File: config.mk
export PLATFORM = sky130hd
export DESIGN_NAME = seg_scan_ctrl
export DESIGN_NICKNAME = d
export VERILOG_FILES = /design/src/rtl/seg_scan_ctrl.sv
export SDC_FILE = /design/constraint.sdc
export NUM_CORES = 1
export LEC_CHECK = 0
export ABC_AREA = 1
export CAP_MARGIN = 20
export CORE_MARGIN = 2
export CORE_UTILIZATION = 50
export CTS_CLUSTER_SIZE = 12
export DETAILED_ROUTE_END_ITERATION = 10
export GPL_ROUTABILITY_DRIVEN = 0
export HOLD_SLACK_MARGIN = 0.06
export PLACE_DENSITY = 0.73
export SYNTH_ARGS = -nofsm -noshare
export SYNTH_HDL_FRONTEND = slang
export SYNTH_SLANG_ARGS = --single-unit
File: constraint.sdc
create_clock -name clk -period 4.6 [get_ports clk]
set_input_delay 1.38 -clock clk [delete_from_list [all_inputs] [get_ports clk]]
set_output_delay 1.38 -clock clk [all_outputs]
set_load 0.01 [all_outputs]
File: src/rtl/seg_scan_ctrl.sv
// seg_scan_ctrl: multiplexed 7-segment display scanner with a built-in hex decoder.
// It adds per-digit decimal point, blank, blink and leading-zero suppression, and
// takes a snapshot of its inputs at each frame start so a frame never tears.
// Ports:
//   clk, rst (async, active-low)   clock and reset
//   en                             scan enable; 0 turns the display dark
//   digits_in[4*DIGITS]            packed nibbles, digit 0 = rightmost
//   dp_in / blank_in / blink_in    per-digit decimal point / force dark / blink
//   lz_suppress                    leading-zero suppression enable
//   seg[8]                         active-high segments, seg[7] = dp
//   an[DIGITS]                     active-high one-hot digit enable
//   frame_tick                     one-cycle pulse after each frame wrap
module seg_scan_ctrl #(
    parameter int unsigned SCAN_DIV     = 50000,
    parameter int unsigned DIGITS       = 4,
    parameter int unsigned BLINK_FRAMES = 250
) (
    input  logic                  clk,
    input  logic                  rst,
    input  logic                  en,
    input  logic [4*DIGITS-1:0]   digits_in,
    input  logic [DIGITS-1:0]     dp_in,
    input  logic [DIGITS-1:0]     blank_in,
    input  logic [DIGITS-1:0]     blink_in,
    input  logic                  lz_suppress,
    output logic [7:0]            seg,
    output logic [DIGITS-1:0]     an,
    output logic                  frame_tick
);

    localparam int unsigned CNT_W  = $clog2(SCAN_DIV);
    localparam int unsigned IDX_W  = (DIGITS > 1) ? $clog2(DIGITS) : 1;
    localparam int unsigned BCNT_W = (BLINK_FRAMES > 1) ? $clog2(BLINK_FRAMES) : 1;

    typedef enum logic {OFF, RUN} state_t;

    typedef struct packed {
        logic [4*DIGITS-1:0] digits;
        logic [DIGITS-1:0]   dp;
        logic [DIGITS-1:0]   blank;
        logic [DIGITS-1:0]   blink;
        logic                lz;
    } snap_t;

    state_t              state, state_n;
    logic [CNT_W-1:0]    cnt, cnt_n;
    logic [IDX_W-1:0]    idx, idx_n;
    logic [BCNT_W-1:0]   bcnt, bcnt_n;
    logic                bph, bph_n;
    snap_t               snap, snap_n, sample;
    logic [7:0]          seg_n;
    logic [DIGITS-1:0]   an_n;
    logic                tick_n;

    logic                lit;
    logic [DIGITS-1:0]   supp;
    logic                zero_run;
    logic [3:0]          cur_nib;
    logic                cur_dp, cur_blank, cur_blink, cur_supp;

    // Hex nibble to a..g segment pattern
    function automatic logic [6:0] hex7(input logic [3:0] n);
        case (n)
            4'h0: hex7 = 7'h3F;  4'h1: hex7 = 7'h06;
            4'h2: hex7 = 7'h5B;  4'h3: hex7 = 7'h4F;
            4'h4: hex7 = 7'h66;  4'h5: hex7 = 7'h6D;
            4'h6: hex7 = 7'h7D;  4'h7: hex7 = 7'h07;
            4'h8: hex7 = 7'h7F;  4'h9: hex7 = 7'h6F;
            4'hA: hex7 = 7'h77;  4'hB: hex7 = 7'h7C;
            4'hC: hex7 = 7'h39;  4'hD: hex7 = 7'h5E;
            4'hE: hex7 = 7'h79;  default: hex7 = 7'h71;
        endcase
    endfunction

    // State and output registers
    always_ff @(posedge clk or negedge rst) begin
        if (!rst) begin
            state      <= OFF;
            cnt        <= '0;
            idx        <= '0;
            bcnt       <= '0;
            bph        <= 1'b0;
            snap       <= '0;
            seg        <= '0;
            an         <= '0;
            frame_tick <= 1'b0;
        end else begin
            state      <= state_n;
            cnt        <= cnt_n;
            idx        <= idx_n;
            bcnt       <= bcnt_n;
            bph        <= bph_n;
            snap       <= snap_n;
            seg        <= seg_n;
            an         <= an_n;
            frame_tick <= tick_n;
        end
    end

    // Next-state scan sequencing, then slot output from the next-state view
    always_comb begin
        state_n = state;
        cnt_n   = cnt;
        idx_n   = idx;
        bcnt_n  = bcnt;
        bph_n   = bph;
        snap_n  = snap;
        tick_n  = 1'b0;
        lit     = 1'b0;
        seg_n   = '0;
        an_n    = '0;

        sample.digits = digits_in;
        sample.dp     = dp_in;
        sample.blank  = blank_in;
        sample.blink  = blink_in;
        sample.lz     = lz_suppress;

        unique case (state)
            OFF: begin
                if (en) begin
                    state_n = RUN;
                    snap_n  = sample;
                    cnt_n   = '0;
                    idx_n   = '0;
                    lit     = 1'b1;
                end
            end
            RUN: begin
                if (!en) begin
                    state_n = OFF;
                    cnt_n   = '0;
                    idx_n   = '0;
                    bcnt_n  = '0;
                    bph_n   = 1'b0;
                end else begin
                    lit = 1'b1;
                    if (cnt == CNT_W'(SCAN_DIV - 1)) begin
                        cnt_n = '0;
                        if (idx == IDX_W'(DIGITS - 1)) begin
                            // Frame wrap: fresh snapshot, tick, advance blink timing
                            idx_n  = '0;
                            snap_n = sample;
                            tick_n = 1'b1;
                            if (bcnt == BCNT_W'(BLINK_FRAMES - 1)) begin
                                bcnt_n = '0;
                                bph_n  = ~bph;
                            end else begin
                                bcnt_n = bcnt + BCNT_W'(1);
                            end
                        end else begin
                            idx_n = idx + IDX_W'(1);
                        end
                    end else begin
                        cnt_n = cnt + CNT_W'(1);
                    end
                end
            end
            default: state_n = OFF;
        endcase

        // A digit is suppressed while every nibble from the top down to it is zero
        supp     = '0;
        zero_run = snap_n.lz;
        for (int i = int'(DIGITS) - 1; i >= 1; i--) begin
            zero_run = zero_run && (snap_n.digits[4*i +: 4] == 4'h0);
            supp[i]  = zero_run;
        end

        cur_nib   = '0;
        cur_dp    = 1'b0;
        cur_blank = 1'b0;
        cur_blink = 1'b0;
        cur_supp  = 1'b0;
        for (int i = 0; i < int'(DIGITS); i++) begin
            if (idx_n == IDX_W'(i)) begin
                cur_nib   = snap_n.digits[4*i +: 4];
                cur_dp    = snap_n.dp[i];
                cur_blank = snap_n.blank[i];
                cur_blink = snap_n.blink[i];
                cur_supp  = supp[i];
            end
        end

        if (lit && !(cur_blank || (cur_blink && bph_n))) begin
            if (cur_supp) begin
                if (cur_dp) begin
                    an_n  = DIGITS'(1) << idx_n;
                    seg_n = 8'h80;
                end
            end else begin
                an_n  = DIGITS'(1) << idx_n;
                seg_n = {cur_dp, hex7(cur_nib)};
            end
        end
    end

endmodule

==> flow_metrics.py, run 1 <==
metrics = {
    "floorplan": {
        "dieArea_um2": 8402,
        "num_rows": 31,
        "floorplan.initialDensity": 0.5242,
        "die_w_um": 91.67,
        "die_h_um": 91.67,
        "core-area_um2": 7331,
        "io_pins": 45,
    },
    "sta": {
        "timing.fmax_mhz": 260.5,
        "rsz0062_at_grt": "no",
        "setup_tns_ns": 0,
        "setup_viol": 0,
        "drv_slew": 0,
        "finalHoldViolCount": 0,
        "fin_crit_sh": 0.8344,
        "post-route-min-period_ns": 3.838,
        "whs_ns": 0.5145,
        "skew_ns": 0.007260,
        "slew_headroom": 0.5790,
        "tightestPinTransition_ns": 0.6315,
    },
    "drt": {
        "met2_length_mm": 4.248,
        "wl_met3_um": 321,
        "wl_met1_mm": 3.964,
        "drc_errors": 0,
        "vias": 3356,
        "antenna_left": 0,
        "dr.first_iter.drc_count": 169,
        "drt-wirelength-per-cell_um": 13.43,
        "highest_layer": "met4",
        "wirelength_mm": 8.660,
        "first_pass_iters": 5,
        "vias_per_cell": 5.203,
    },
    "yosys": {
        "synth_top_area_share": 0.4559,
        "ys_seq_elements": 70,
        "synth_top_family_by_area": "simple AND/OR/NAND/NOR gates",
        "synth_top_cell_by_area": "dfrtp_1",
        "muxShareOfSynthArea": 0,
        "synth-compound-area-share": 0.09020,
        "synth_adder_area_share": 0.03256,
        "synth_cells": 493,
        "ys_types": 39,
        "synthTopCellsByArea": "dfrtp_1, nand2_1, nand3_1",
        "yosys.area_share.simple": 0.3347,
        "synth_warnings": 0,
        "synth.cell_area_um2": 3842,
        "synth_fp_nets": 535,
        "yosys.area_share.xor_xnor": 0.006838,
        "syn-mean-instance-area_um2": 7.794,
        "ys_seq_area_frac": 0.4559,
    },
    "power": {
        "p_per_area_nw_per_um2": 315.3,
        "power.leakage_uw": 0.002218,
        "irDropWorstVdd_uv": 172.6,
    },
    "clock_tree": {
        "cts_buffers": 9,
        "clock_tree.root_cell": "clkbuf_8",
        "cts_setup_buffers": 0,
        "cts_resized": 0,
        "clk_path_buf_depth": 2,
        "clk_pin_slew_worst_paths_ns": 0.07,
        "clock-sinks": 70,
        "cts_tree": "built",
        "cts_max_level": 3,
        "clk_latency_ns": 0.33,
        "hold_buffers": 0,
    },
    "worst_setup_path": {
        "critPathKind": "in -> reg",
        "arrival_ns": 4.09,
        "crit_fanout": 13,
        "cp-end-kind": "flip-flop",
        "start_kind": "input pin",
        "required_ns": 4.86,
    },
    "worst_hold_path": {
        "hold_class": "reg -> reg",
    },
    "cells_and_area": {
        "diodes": 0,
        "drive_gt1_frac": 0.1136,
        "nNetsFinal": 583,
        "area_growth_pct": 19.83,
        "stdcell_count": 645,
        "fillerInstances": 635,
    },
    "place": {
        "dp_hpwl_mm": 6.281,
        "dp.cells": 628,
        "placement.io_buffers": 44,
    },
    "global_routing": {
        "grtUsageTotal": 0.2222,
        "grt_pass1_vias": 3258,
        "grt_overflow": 0,
        "grt_max_degree": 49,
        "grt_pass1_wl_mm": 15.05,
        "antenna_found_initial": 0,
    },
    "run": {
        "max-cap-violations": 0,
    },
    "outcome": {
        "status": "finished, final reports clean",
    },
}
==> critical path, stage by stage <==
cell and delay [ns]:
clkdlybuf4s50_1 0.56, nor2_1 0.34, inv_1 0.31, nand2_4 0.20, nand2_2 0.08, nand2_4 0.16, nor2_4 0.08, nand2_1 0.08
nand4_1 0.21, ha_1 0.29, inv_1 0.05, nand3_1 0.09, nand2_1 0.09, nand2_1 0.05, a21oi_1 0.12
==> placed cells by master (no fill, tap or decap), types with 2 or more instances in the layout <==
cell type	instances
clkbuf_8	10
nand3_2	4
o21ai_0	19
nor2_1	42
a21oi_1	17
xor2_1	2
buf_4	4
clkdlybuf4s50_1	43
nand2_2	7
o22ai_1	6
nor3_1	5
nor2_4	5
inv_1	53
nand2_1	136
dfrtp_1	70
ha_1	10
clkbuf_1	2
nand3_1	56
bufinv_16	2
nand2_4	5
clkinv_2	2
inv_2	9
o21ai_1	7
nor2_2	7
nand4_1	5
or2_1	2
==> logic make-up (layout without fill, tap and decap cells) <==
family	after synthesis	count (layout)
simple gates	276	276
flops	70	70
fa+ha+maj	10	10
buf+inv	75	128
compound gates	59	59
xor+xnor	3	3
==> cell type report <==
class                           instances  area [um2]  area share
Tap cell                               99       123.9     0.02690
Sequential cell                        70        1752      0.3804
Inverter                               63       236.5     0.05136
Timing Repair Buffer                   49       493.0      0.1071
Clock buffer                           12       145.1     0.03152
Clock inverter                          4       70.07     0.01522
Multi-Input combinational cell        348        1784      0.3875
==> metrics by stage <==
stage	setup slack [ns]	instance area, um2	total power, uW	utilization
final	0.7616	4604	1452	0.6281
after global routing	0.5702	4604	1526	0.6281
after CTS	0.7672	4577	1459	0.6243
after detailed placement	0.4806	4362	918.0	0.5950
after global placement	0.6444	4362	914.1	0.5950
after floorplan	1.567	3842	820.3	-
==> path summary, 6_finish.rpt <==
check | start | endpoint | slack, ns | cells after the start
setup / recovery | en | seg[6]$_DFF_PN0_ | 0.76 | 15
hold / removal | snap[4]$_DFF_PN0_ | snap[4]$_DFF_PN0_ | 0.51 | 2
setup reg to reg | cnt[0]$_DFFE_PN0P_ | seg[6]$_DFF_PN0_ | 1.92 | 15
hold reg to reg | snap[4]$_DFF_PN0_ | snap[4]$_DFF_PN0_ | 0.51 | 2
max in group asynchronous | rst | snap[5]$_DFF_PN0_ | 2.83 | 3
min in group asynchronous | rst | cnt[6]$_DFFE_PN0P_ | 1.06 | 1
==> per-layer routing <==
layer / global-route usage / vias up
met5: 0 / -
met3: 0.05341 / 12
met4: 0.05303 / 0
met2: 0.3781 / 75
li1: - / 1669
met1: 0.2864 / 1600
==> synth_stat cells (all sizes together) <==
cell type,count
nor2,54
or2,2
xnor2,1
o22ai,6
a31oi,1
nand2,148
dfrtp,70
inv,62
nor3,5
or4,1
o31ai,1
o32ai,1
buf,9
a2bb2oi,1
ha,10
nand3,60
a41oi,1
a21oi,19
clkinv,1
clkbuf,3
xor2,2
o21ai,27
a22o,1
nand4,6
o21bai,1
==> report_power, final <==
part,internal (uW),switching (uW),total (uW)
registers,659,14.4,674
clock network,319,221,540
logic,95.5,143,238
total,1070,378,1450
==> sequential cells by signal (all words and copies together) (netlist names) <==
name	flops
seg	8
bph	1
an	4
frame_tick	1
bcnt	8
idx	2
snap	29
state	1
cnt	16
No activity file was read; power rests on OpenSTA's default activity.
==> inputs of run 2 (changes only) <==
--- a/config.mk
+++ b/config.mk
@@ -13,7 +13,7 @@
 export DETAILED_ROUTE_END_ITERATION = 10
 export GPL_ROUTABILITY_DRIVEN = 0
 export HOLD_SLACK_MARGIN = 0.06
-export PLACE_DENSITY = 0.73
+export PLACE_DENSITY = 0.75
 export SYNTH_ARGS = -nofsm -noshare
 export SYNTH_HDL_FRONTEND = slang
 export SYNTH_SLANG_ARGS = --single-unit
==> constraint.sdc (replaced) <==
create_clock -name clk -period 3.35 [get_ports clk]
set_input_delay 1.005 -clock clk [delete_from_list [all_inputs] [get_ports clk]]
set_output_delay 1.005 -clock clk [all_outputs]
set_load 0.01 [all_outputs]
==> run 2 against run 1 <==
Compared with the run above: non-clock buffer count increased by 23; critical path depth unchanged; sequential power grew 37%; register-to-register slack lost 1.2 ns.
==> flow_metrics.py, run 2 (synthesized netlist as in run 1, its figures left out) <==
metrics = {
    "outcome": {
        "status": "finished, final reports clean",
    },
    "global_routing": {
        "grt_max_degree": 71,
        "grt_overflow": 0,
        "grt_pass1_wl_mm": 15.33,
        "grtUsageTotal": 0.2287,
        "top_usage_layer": "met2",
        "grt_util_met3": 0.04848,
        "grt_use_met1": 0.2790,
        "met2_usage": 0.3977,
        "grt_pass1_vias": 3455,
        "antenna_found_initial": 0,
    },
    "power": {
        "p_per_area_nw_per_um2": 411.1,
        "power.leakage_uw": 0.002330,
        "irDropWorstVdd_uv": 288.3,
    },
    "cells_and_area": {
        "drive_gt1_frac": 0.1494,
        "area_growth_pct": 24.75,
        "top_register": "snap",
        "layout_common_cells": "nand2_1, dfrtp_1, nand3_1",
        "largest_reg_flops": 29,
        "mostFrequentLayoutCell": "nand2_1",
        "fin_area_um2": 4793,
        "nNetsFinal": 606,
        "diodes": 0,
        "reg_top3": "snap x29, cnt x16",
    },
    "run": {
        "max-cap-violations": 0,
    },
    "worst_setup_path": {
        "ff2ff_path_depth": 16,
        "crit_buf_inv": 3,
        "rr_startpoint": "cnt[0]$_DFFE_PN0P_",
        "r2r_setup_slack_ns": 0.73,
        "slowest_delay_ns": 0.59,
        "arrival_ns": 3.29,
        "crit_fanout": 22,
        "required_ns": 3.59,
        "path_cells": "clkdlybuf4s50_1 -> buf_4 -> nand4_4 -> buf_4 -> nand3_1 -> nand2_1 -> nand3_1 -> nand3_1 -> nor2_1 -> ha_1 -> nand3_1 -> nand2_1 -> nand2_1 -> nand2_1 -> nor2_1",
        "cp_slowest_cell": "clkdlybuf4s50_1",
        "start_kind": "input pin",
        "critPathKind": "in -> reg",
        "cp-end-kind": "flip-flop",
        "r2r-end": "seg[0]$_DFF_PN0_",
        "crit_family": "simple AND/OR/NAND/NOR gates",
    },
    "sta": {
        "slew_headroom": 0.7390,
        "setup_viol": 0,
        "skew_ns": 0.004783,
        "setup_ws_ns": 0.3025,
        "finalHoldViolCount": 0,
        "rsz0062_at_grt": "no",
        "drv_slew": 0,
        "fin_crit_sh": 0.9097,
        "post-route-min-period_ns": 3.048,
        "tightestPinTransition_ns": 0.3900,
        "timing.fmax_mhz": 328.1,
    },
    "floorplan": {
        "dieArea_um2": 8402,
        "die_w_um": 91.67,
        "core-area_um2": 7331,
        "die_h_um": 91.67,
        "floorplan.initialDensity": 0.5242,
        "io_pins": 45,
        "num_rows": 31,
    },
    "clock_tree": {
        "cts_max_level": 3,
        "clk_path_buf_depth": 2,
        "cts_setup_buffers": 0,
        "clock_tree.root_cell": "clkbuf_8",
        "clk_pin_slew_worst_paths_ns": 0.07,
        "clock-sinks": 70,
        "hold_buffers": 0,
        "cts_buffers": 9,
        "clk_latency_ns": 0.35,
        "cts_tree": "built",
        "cts_resized": 0,
    },
    "place": {
        "placement.io_buffers": 44,
        "post_dp_cell_area_um2": 4592,
        "pre_cts_slack_ns": -0.02949,
        "dp_hpwl_mm": 6.708,
    },
    "worst_hold_path": {
        "hold_path_depth": 2,
        "hold_class": "reg -> reg",
        "hp-start": "snap[9]$_DFF_PN0_",
        "holdPathEnd": "snap[9]$_DFF_PN0_",
    },
    "drt": {
        "drt-wirelength-per-cell_um": 13.48,
        "first_pass_iters": 4,
        "antenna_left": 0,
        "wirelength_mm": 9.007,
        "vias": 3410,
        "drc_errors": 0,
        "vias_per_cell": 5.105,
        "dr.first_iter.drc_count": 132,
    },
}
[run 2: where the power goes]
| part | switching, uW | internal (uW) | leakage (uW) |
|---|---|---|---|
| Clock | 318 | 384 | 0.0000996 |
| Sequential | 19.6 | 905 | 0.000911 |
| Combinational | 194 | 149 | 0.00132 |
| Total | 532 | 1440 | 0.00233 |
[run 2: worst reg2reg max path, delay by kind of cell, from the launching register on]
family                   cells  cell delay (ns)
buffers and inverters        1             0.24
flip-flops                   1             0.39
adder cells (fa/ha/maj)      2             0.47
AND/OR/NAND/NOR             13             1.40
[run 2: how the worst max path moves through the flow]
stage	slack [ns]	cells after the start	to	from
finish	0.30	15	seg[0]$_DFF_PN0_	en
global route	0.06	16	seg[6]$_DFF_PN0_	en
CTS	0.32	14	seg[5]$_DFF_PN0_	en
detailed placement	-0.03	15	seg[0]$_DFF_PN0_	en
global placement	0.008	14	seg[6]$_DFF_PN0_	en
floorplan	0.69	15	seg[0]$_DFF_PN0_	en
[run 2: stage by stage]
step | TNS [ns] | std cells | total power [uW] | utilization | hold WS [ns]
after detailed placement | -0.07797 | 652 | 1285 | 0.6264 | 0.4865
after global placement | 0 | 652 | 1276 | 0.6264 | 0.4711
after floorplan | 0 | 493 | 1126 | - | 0.4468
after CTS | 0 | 668 | 1987 | 0.6539 | 0.5038
final | 0 | 668 | 1970 | 0.6539 | 0.4972
after global routing | 0 | 668 | 2077 | 0.6539 | 0.5259
[run 2: layout make-up]
class	count	area (um2)
inverters	63	236.5
fillers	611	2537
clock buffers	13	158.9
multi-input cells	348	1784
repair buffers	72	695.7
clock inverters	3	42.54
well taps	99	123.9
flip-flops and latches	70	1752
[run 2: per-layer routing]
metal | up-vias | part of all wire
met2 | 89 | 0.50
met5 | - | 0
li1 | 1714 | -
met3 | 23 | 0.036
met1 | 1584 | 0.44
met4 | 0 | 0.023
==> inputs of run 3 (changes only) <==
--- a/config.mk
+++ b/config.mk
@@ -7,7 +7,7 @@
 export LEC_CHECK = 0
 export ABC_AREA = 1
 export CAP_MARGIN = 20
-export CORE_MARGIN = 2
+export CORE_MARGIN = 4
 export CORE_UTILIZATION = 50
 export CTS_CLUSTER_SIZE = 12
 export DETAILED_ROUTE_END_ITERATION = 10
==> run 3 against run 2 <==
Compared with the run above: die area up 8.9%; non-clock buffer count down 11; critical path depth unchanged; fmax up 0.74%; count of clock-buffer cells in the layout down 2; global-route usage down 2.2 points; routed wire length down 2.0%; critical endpoint unchanged; largest cell class unchanged.
==> flow_metrics.py, run 3 (synthesized netlist as in run 1, its figures left out) <==
metrics = {
    "outcome": {
        "status": "finished, final reports clean",
    },
    "cells_and_area": {
        "fin_util": 0.6287,
        "drive_gt1_frac": 0.1315,
        "diodes": 0,
        "layout_common_cells": "nand2_1, dfrtp_1, nand3_1",
        "fillerInstances": 646,
        "nNetsFinal": 595,
        "area_growth_pct": 20.58,
        "regArea_um2": 1752,
        "mostFrequentLayoutCell": "nand2_1",
        "reg_top3": "snap x29, cnt x16",
        "top_register": "snap",
        "multi_input_area_um2": 1784,
        "largest_reg_flops": 29,
    },
    "worst_setup_path": {
        "crit_family": "simple AND/OR/NAND/NOR gates",
        "rr_startpoint": "cnt[0]$_DFFE_PN0P_",
        "cp_slowest_cell": "clkdlybuf4s50_1",
        "slowest_delay_ns": 0.54,
        "critPathKind": "in -> reg",
        "path_cells": "clkdlybuf4s50_1 -> inv_2 -> or2_1 -> buf_4 -> nand3_1 -> nand2_1 -> nand2_1 -> nand3_1 -> nor2_1 -> ha_1 -> nand3_1 -> nand2_1 -> nand2_1 -> nand2_1 -> nor2_1",
        "crit_fanout": 21,
        "arrival_ns": 3.26,
        "required_ns": 3.58,
        "crit_end": "seg[0]$_DFF_PN0_",
        "cp_common_cell": "nand2_1",
        "critical_path.startpoint": "en",
        "start_kind": "input pin",
        "crit_buf_inv": 3,
        "crit_cells": 15,
        "ff2ff_path_depth": 17,
        "r2r-end": "seg[0]$_DFF_PN0_",
        "cp-end-kind": "flip-flop",
        "r2r_setup_slack_ns": 0.74,
    },
    "drt": {
        "drc_errors": 0,
        "vias_per_cell": 5.231,
        "vias": 3421,
        "wirelength_mm": 8.829,
        "drt-wirelength-per-cell_um": 13.50,
        "antenna_left": 0,
        "first_pass_iters": 4,
        "dr.first_iter.drc_count": 157,
    },
    "place": {
        "placement.io_buffers": 44,
        "dp_hpwl_mm": 6.728,
    },
    "global_routing": {
        "grt_pass1_wl_mm": 14.68,
        "grtUsageTotal": 0.2064,
        "antenna_found_initial": 0,
        "grt_pass1_vias": 3309,
        "grt_max_degree": 42,
        "grt_overflow": 0,
    },
    "run": {
        "max-cap-violations": 0,
    },
    "worst_hold_path": {
        "hold_class": "reg -> reg",
        "hp-start": "snap[10]$_DFF_PN0_",
    },
    "clock_tree": {
        "cts_buffers": 9,
        "cts_max_level": 3,
        "clk_path_buf_depth": 2,
        "cts_resized": 0,
        "cts_tree": "built",
        "clock_tree.root_cell": "clkbuf_8",
        "hold_buffers": 0,
        "clk_latency_ns": 0.35,
        "clk_pin_slew_worst_paths_ns": 0.07,
        "cts_setup_buffers": 0,
        "clock-sinks": 70,
    },
    "floorplan": {
        "dieArea_um2": 9152,
        "die_w_um": 95.67,
        "core-area_um2": 7370,
        "die_h_um": 95.67,
        "num_rows": 31,
        "io_pins": 45,
        "floorplan.initialDensity": 0.5214,
    },
    "power": {
        "p_per_area_nw_per_um2": 398.0,
        "total_power_uw": 1844,
        "power.leakage_uw": 0.002250,
        "irDropWorstVdd_uv": 215.0,
    },
    "sta": {
        "slew_headroom": 0.5148,
        "setup_viol": 0,
        "rsz0062_at_grt": "no",
        "drv_slew": 0,
        "finalHoldViolCount": 0,
        "timing.fmax_mhz": 330.6,
        "fin_crit_sh": 0.9030,
        "tightestPinTransition_ns": 0.7278,
        "post-route-min-period_ns": 3.025,
        "skew_ns": 0.009890,
    },
}
==> run 3: cell types whose count changed in the layout (fill, tap and decap cells not counted) <==
cell / before / now
buf_12: 4 / 1
buf_4: 24 / 16
bufinv_16: 1 / 0
clkbuf_1: 2 / 0
clkinv_2: 1 / 2
clkinvlp_4: 1 / 0
==> run 3: final cells by class <==
class | count | share of cell area
timing repair buffer | 61 | 0.1242
clock buffer | 11 | 0.03268
tap | 99 | 0.02674
sequential | 70 | 0.3781
inverter | 63 | 0.05104
clock inverter | 2 | 0.002160
multi-input combinational | 348 | 0.3851
==> run 3: metal layers <==
metal	up-vias	global-route usage	part of all wire
met5	-	0	0
met4	0	0.09123	0.024
met3	20	0.03552	0.039
met2	87	0.3544	0.50
met1	1613	0.2533	0.44
li1	1701	-	-
==> run 3: how the worst min path moves through the flow <==
stage,to,cells after the start
2_1_floorplan,snap[16]$_DFF_PN0_,2
3_3_place_gp,snap[10]$_DFF_PN0_,2
3_5_place_dp,snap[10]$_DFF_PN0_,2
4_1_cts,snap[10]$_DFF_PN0_,2
5_1_grt,snap[16]$_DFF_PN0_,2
6_report,snap[10]$_DFF_PN0_,2
==> run 3: per-stage QoR <==
stage          cells  hold slack (ns)  TNS [ns]  worst slack [ns]  area, um2
2_1_floorplan    493           0.4468         0            0.6921       3842
3_3_place_gp     641           0.4766         0           0.01029       4472
3_5_place_dp     641           0.4695  -0.04940          -0.01743       4472
4_1_cts          654           0.4890         0            0.3364       4633
5_1_grt          654           0.5293         0            0.1052       4633
6_report         654           0.4874         0            0.3249       4633
==> run 3: tightest hold or removal path: cells and delay by family, from the launching register on <==
| family | cells | cell delay, ns |
|---|---|---|
| flip-flops | 1 | 0.33 |
| AO/OA/AOI/OAI | 1 | 0.06 |
| buffers and inverters | 1 | 0.06 |
==> run 3: report_power, final <==
| group | total [uW] | switching, uW | leakage [uW] | internal [uW] |
|---|---|---|---|---|
| combinational | 329 | 192 | 0.00125 | 136 |
| sequential | 926 | 20.3 | 0.000911 | 906 |
| clock | 590 | 295 | 0.0000869 | 294 |
